===== src/rtl/pc_pkg.sv =====
// Shared constants and next-PC select type for the program-counter sequencer.
package pc_pkg;

    localparam int unsigned PC_WIDTH        = 32;
    localparam int unsigned PC_STEP         = 4;
    localparam logic [31:0] PC_RESET_VECTOR = 32'h0000_0000;
    localparam logic [31:0] PC_EXC_VECTOR   = 32'h0000_0180;
    localparam int unsigned PC_RAS_DEPTH    = 4;

    typedef enum logic [2:0] {
        EXC,
        HOLD,
        BRANCH,
        CALL,
        RET,
        SEQ
    } pc_sel_e;

endpackage


===== src/rtl/return_address_stack.sv =====
// Circular return-address stack: push at top+1, pop at top, oldest entry is
// overwritten when full and the sticky overflow flag is raised.
module return_address_stack #(
    parameter int unsigned WIDTH = 32,
    parameter int unsigned DEPTH = 4
) (
    input  logic             clk,
    input  logic             rst_n,
    input  logic             push,
    input  logic             pop,
    input  logic             flush,
    input  logic [WIDTH-1:0] push_data,
    output logic [WIDTH-1:0] data,
    output logic             empty,
    output logic             full,
    output logic             overflow
);

    localparam int unsigned PTR_W = $clog2(DEPTH);
    localparam int unsigned CNT_W = $clog2(DEPTH + 1);

    logic [WIDTH-1:0] mem_q [DEPTH];
    logic [PTR_W-1:0] top_q, top_d, top_inc;
    logic [CNT_W-1:0] count_q, count_d;
    logic             overflow_q, overflow_d;

    assign top_inc  = top_q + PTR_W'(1);
    assign data     = mem_q[top_q];
    assign empty    = (count_q == '0);
    assign full     = (count_q == CNT_W'(DEPTH));
    assign overflow = overflow_q;

    always_comb begin
        top_d      = top_q;
        count_d    = count_q;
        overflow_d = overflow_q;
        if (flush) begin
            count_d = '0;
        end else if (push) begin
            top_d = top_inc;
            // A full stack keeps its count; the slot at top+1 is the oldest entry.
            if (full) begin
                overflow_d = 1'b1;
            end else begin
                count_d = count_q + CNT_W'(1);
            end
        end else if (pop && !empty) begin
            top_d   = top_q - PTR_W'(1);
            count_d = count_q - CNT_W'(1);
        end
    end

    always_ff @(posedge clk or negedge rst_n) begin
        if (!rst_n) begin
            top_q      <= '0;
            count_q    <= '0;
            overflow_q <= 1'b0;
        end else begin
            top_q      <= top_d;
            count_q    <= count_d;
            overflow_q <= overflow_d;
        end
    end

    always_ff @(posedge clk) begin
        if (push && !flush) begin
            mem_q[top_inc] <= push_data;
        end
    end

endmodule


===== src/rtl/pc_sequencer.sv =====
// Program-counter sequencer with prioritised redirects. The return address
// stack is built in only when PC_SEQUENCER_RAS_EN is defined.
module pc_sequencer
    import pc_pkg::*;
#(
    parameter int unsigned      WIDTH        = PC_WIDTH,
    parameter logic [WIDTH-1:0] RESET_VECTOR = WIDTH'(PC_RESET_VECTOR),
    parameter int unsigned      STEP         = PC_STEP,
    parameter logic [WIDTH-1:0] EXC_VECTOR   = WIDTH'(PC_EXC_VECTOR),
    parameter int unsigned      RAS_DEPTH    = PC_RAS_DEPTH
) (
    input  logic             clk,
    input  logic             reset,
    input  logic             hazard,
    input  logic             exception,
    input  logic             branchTaken,
    input  logic [WIDTH-1:0] branchTarget,
    input  logic             callValid,
    input  logic [WIDTH-1:0] callTarget,
    input  logic             returnValid,
    input  logic [WIDTH-1:0] returnTarget,
    output logic [WIDTH-1:0] programCounterOutput,
    output logic [WIDTH-1:0] programCounterPlusStep,
    output logic             rasEmpty,
    output logic             rasFull,
    output logic             rasOverflow
);

    pc_sel_e          sel;
    logic [WIDTH-1:0] pc_q, pc_d;
    logic [WIDTH-1:0] pc_plus;
    logic [WIDTH-1:0] ras_top;
    logic             ras_empty, ras_full, ras_overflow;

    assign pc_plus = pc_q + WIDTH'(STEP);

`ifdef PC_SEQUENCER_RAS_EN
    return_address_stack #(
        .WIDTH (WIDTH),
        .DEPTH (RAS_DEPTH)
    ) u_ras (
        .clk       (clk),
        .rst_n     (reset),
        .push      (sel == CALL),
        .pop       (sel == RET),
        .flush     (sel == EXC),
        .push_data (pc_plus),
        .data      (ras_top),
        .empty     (ras_empty),
        .full      (ras_full),
        .overflow  (ras_overflow)
    );
`else
    assign ras_top      = '0;
    assign ras_empty    = 1'b1;
    // Depth is always >= 2, so this folds to a constant 0.
    assign ras_full     = (RAS_DEPTH == 0);
    assign ras_overflow = 1'b0;
`endif

    always_comb begin
        sel = SEQ;
        if (exception)        sel = EXC;
        else if (hazard)      sel = HOLD;
        else if (branchTaken) sel = BRANCH;
        else if (callValid)   sel = CALL;
        else if (returnValid) sel = RET;
    end

    always_comb begin
        pc_d = pc_plus;
        case (sel)
            EXC:     pc_d = EXC_VECTOR;
            HOLD:    pc_d = pc_q;
            BRANCH:  pc_d = branchTarget;
            CALL:    pc_d = callTarget;
            RET:     pc_d = ras_empty ? returnTarget : ras_top;
            default: pc_d = pc_plus;
        endcase
    end

    always_ff @(posedge clk or negedge reset) begin
        if (!reset) begin
            pc_q <= RESET_VECTOR;
        end else begin
            pc_q <= pc_d;
        end
    end

    assign programCounterOutput   = pc_q;
    assign programCounterPlusStep = pc_plus;
    assign rasEmpty               = ras_empty;
    assign rasFull                = ras_full;
    assign rasOverflow            = ras_overflow;

endmodule

===== config.mk =====
export PLATFORM = sky130hd
export DESIGN_NAME = pc_sequencer
export DESIGN_NICKNAME = d
export VERILOG_FILES = /design/src/rtl/pc_pkg.sv /design/src/rtl/return_address_stack.sv /design/src/rtl/pc_sequencer.sv
export SDC_FILE = /design/constraint.sdc
export NUM_CORES = 1
export LEC_CHECK = 0
export CAP_MARGIN = 0
export CORE_UTILIZATION = 39
export DETAILED_ROUTE_END_ITERATION = 8
export MAX_ROUTING_LAYER = met4
export PLACE_DENSITY = 0.91
export SYNTH_ARGS = -nofsm -noshare
export SYNTH_HDL_FRONTEND = slang
export SYNTH_HIERARCHICAL = 1
export SYNTH_SLANG_ARGS = --single-unit

===== constraint.sdc =====
create_clock -name clk -period 4.85 [get_ports clk]
set_input_delay 0.97 -clock clk [delete_from_list [all_inputs] [get_ports clk]]
set_output_delay 0.97 -clock clk [all_outputs]
set_load 0.01 [all_outputs]

## Word-level counts from Yosys, hierarchy flattened

Cells that the tools add are included.

- $add $sub $neg: 1
- Multipliers: 0
- Div/mod/pow operators: 0
- Magnitude comparators: 0
- Eq/ne operators: 4
- Shift-type cells: 0
- Mux-type cells: 6
- Bitwise operators: 0
- Reductions and logical operators: 1

Operator list:

| operator | count |
|---|---|
| case mux 32 bit (5 select lines) | 1 |
| adder 32 x 3 -> 32 bit (second input constant) | 1 |
| 2-to-1 mux 3 bit | 4 |
| == test 3 x 2 -> 1 bit (second input constant) | 2 |
| == test 3 x 1 -> 1 bit (second input constant) | 1 |
| == test 3 bit (second input constant) | 1 |
| logical NOT 3 bit | 1 |
| 2-to-1 mux 1 bit | 1 |

- Register bits after elaboration: 32
- Latch bits: 0
- Memory bits (writable): 0
- Bits in read-only memories: 0
- Input port bits: 103
- Output and inout port bits: 67
- Logic and storage cells: 13
- Memories kept: 0

## Logic depth before layout (Yosys ltp)

- Word-level depth: 7
- Depth in mapped cells: 8
- Gate-level depth less buffers: 6

## Worst setup path before layout

No wires, ideal clock.

- Path type: register -> output
- From: register pc_q[3] (netlist: programCounterOutput[3])
- To: output programCounterPlusStep[30]
- Arrival time: 1.994 ns
- Required time: 3.880 ns
- Setup slack: 1.886 ns
- Cell stages (with the launch flop): 7
- Path buffers: 1
- Path through: dfrtp_1 -> ha_1 -> nand3_2 -> or4_4 -> buf_6 -> or3_4 -> xnor2_2

- Word-level cells in the longest chain between the ends: 1

Ends and longest elaborated chain:

| item | line | source |
|---|---|---|
| start, declared | pc_sequencer.sv:30 | `logic [WIDTH-1:0] pc_q, pc_d;` |
| start signal, assigned | pc_sequencer.sv:86 | `pc_q <= pc_d;` |
| adder 32 x 3 -> 32 bit | pc_sequencer.sv:35 | `assign pc_plus = pc_q + WIDTH'(STEP);` |
| end, declared | pc_sequencer.sv:23 | `output logic [WIDTH-1:0] programCounterPlusStep,` |

Every way passes these cells.

## Final worst setup path

Ends and elaborated chain as after synthesis.

==> metrics <==
outcome=finished, final reports clean; via/cell ratio=slightly below 6; predominant post-synthesis flop cell=dfrtp_1; DP Wirelength=7904 µm; synthesized instance count=310; clk_skew=0.003756 ns; Syn Area/Cell=8.258 µm²; # nets final=569; final wirelength=10,470 µm; VDD IR max=between 0.1 and 0.15 mV; maximum clock path buffer count=2; P_leak=0.001740 µW; EDFF count, synth=0; hold slack final=0.5573 ns; Sink Count=32; layout cells sized above 1=6.223%; Slew headroom=between 30 and 40%; sequential area share after synthesis=31.28%; Syn Std Cell Area=2560 µm²; Global Route Usage Sum=30.36%; Site Rows=29; Slew @ Worst Pin=1.031 ns; GP Congestion=0.8781; DRC violations left=0; critical path type=register to primary output; Max Cap Viol=0; Post-synth top cells=32 x dfrtp_1, 30 x nand2_1, 24 x o21ai_0; chip height=83.02 µm; CTS buffer count=5; setup violators final=0; largest fanout on the critical path=6; Initial Util=40.32%; hold violation count in the final report=0; core area=6350 µm²; total setup buffers inserted after CTS=0; initial antenna violation count=0; final period utilization=78.95%; max-slew violation count=0; first-pass GRT wire length=~16,000 µm; RSZ-0062 raised after global routing=no; # diodes=0; CTS tree=built; share of the synthesized area in the top cell type=31.28%; Layout area overhead=70.23%; Final Critical Period=3.829 ns; WP data required=3.88 ns; asr flop ratio synth=between 90% and 100%; number of flip-flops in the largest register=32; I/O Buffers=approximately 170; Synth warnings=6; DRT iter0 DRCs=246; Worst EP arrival=around 2.9 ns; post-cts resize count=0; Worst-Skew Late Latency=0.29 ns; cts hold-fix bufs=0; synth top area cells=dfrtp_1 31%, xnor2_1 5.8%, a221o_1 5.1%, xor2_1 4.8%, o21ai_0 4.7%; synth unique cells=50; # fillers=498; worst min-delay path class=register to register; Setup crit start kind=register; Setup crit end kind=primary output; Die X=83.02 µm; Fin Setup TNS=0 ns; # IOs=170; Synth Register Bits=32; largest net degree at the start of global routing=33; largest area contributor in the netlist=dfrtp_1; drt first pass iters=5; routed len/inst=19.28 µm; fmax=261.2 MHz; most common cell in the netlist=dfrtp_1; via count=3,210; H-tree depth=2; Root Buffer=clkbuf_8; global route overflow=0; vias in the first global route=approximately 3,200; Power Density=203.8 nW/µm²; register clock-pin slew on the reported worst setup and hold paths=0.07 ns; post-route ant nets=0; Die Area=6892 µm²
[path summary, 6_finish.rpt]
check	from	endpoint	slack [ns]	cells after the start
max in group asynchronous	reset	programCounterOutput[12]	3.57	1
worst max-delay path	programCounterOutput[3]	programCounterPlusStep[30]	1.02	6
min in group asynchronous	reset	programCounterOutput[22]	0.76	1
worst max register to register	programCounterOutput[3]	programCounterOutput[30]	2.42	6
worst min-delay path	programCounterOutput[1]	programCounterOutput[1]	0.56	2
worst min register to register	programCounterOutput[1]	programCounterOutput[1]	0.56	2
[cell usage in the layout (no fill, tap or decap), types with 6 or more instances in the layout]
cell / instances
clkdlybuf4s50_1: 165
xnor2_1: 17
a21oi_1: 16
o21ai_0: 24
nand4_1: 8
xor2_1: 14
a222oi_1: 7
nand3_1: 14
buf_4: 8
and3_1: 8
dfrtp_1: 32
a22oi_1: 13
a22o_1: 6
a221o_1: 13
nor2_1: 18
nor3_1: 9
nand2_1: 30
[final cells by class]
type	instances	area, µm²	area share, %
well taps	77	96.34	2.211
multi-input cells	248	1622	37.21
clock buffers	6	72.57	1.665
repair buffers	174	1717	39.39
inverters	4	15.01	0.3445
clock inverters	2	35.03	0.8039
flip-flops and latches	32	800.8	18.37
[where the power goes]
part	switching (µW)	internal, µW	total, µW
logic	115	183	298
clock network	114	153	266
registers	37.2	287	324
total	266	622	888
[logic make-up (layout without fill, tap and decap cells)]
| kind of cell | Yosys count | count (layout) | synth area share (%) |
|---|---|---|---|
| AOI/OAI and AO/OA | 91 | 91 | 25.07 |
| other | 2 | 3 | 0.2934 |
| adders and majority gates | 1 | 1 | 0.4887 |
| and+or+nand+nor | 121 | 121 | 25.81 |
| xor gates and xnor gates | 32 | 32 | 11.24 |
| DFF | 32 | 32 | 31.28 |
| buffers and inverters | 31 | 186 | 5.816 |
[metrics by stage]
step / worst slack [ns] / total power (µW) / area, µm² / instances / utilization, %
floorplan: 1.886 / 423.5 / 2564 / 311 / -
detailed placement: 1.303 / 623.3 / 4250 / 535 / 66.94
global placement: 1.401 / 617.3 / 4250 / 535 / 66.94
global route: 0.9200 / 920.8 / 4358 / 543 / 68.63
finish: 1.021 / 888.3 / 4358 / 543 / 68.63
CTS: 1.034 / 888.6 / 4358 / 543 / 68.63
[worst max-delay path, stage by stage (launching register included)]
cell	delay, ns
dfrtp_1	0.43
ha_1	0.24
nand3_2	0.15
or4_4	0.61
or3_4	0.40
xnor2_2	0.16
clkdlybuf4s50_1	0.56
[routing by layer]
layer | track usage, % | part of all wire (%)
met3 | 6.759 | 9.0
met4 | 8.934 | 2.1
met1 | 35.43 | 38
met2 | 52.24 | 51
met5 | - | 0
Power figures use the tool's default switching activity.
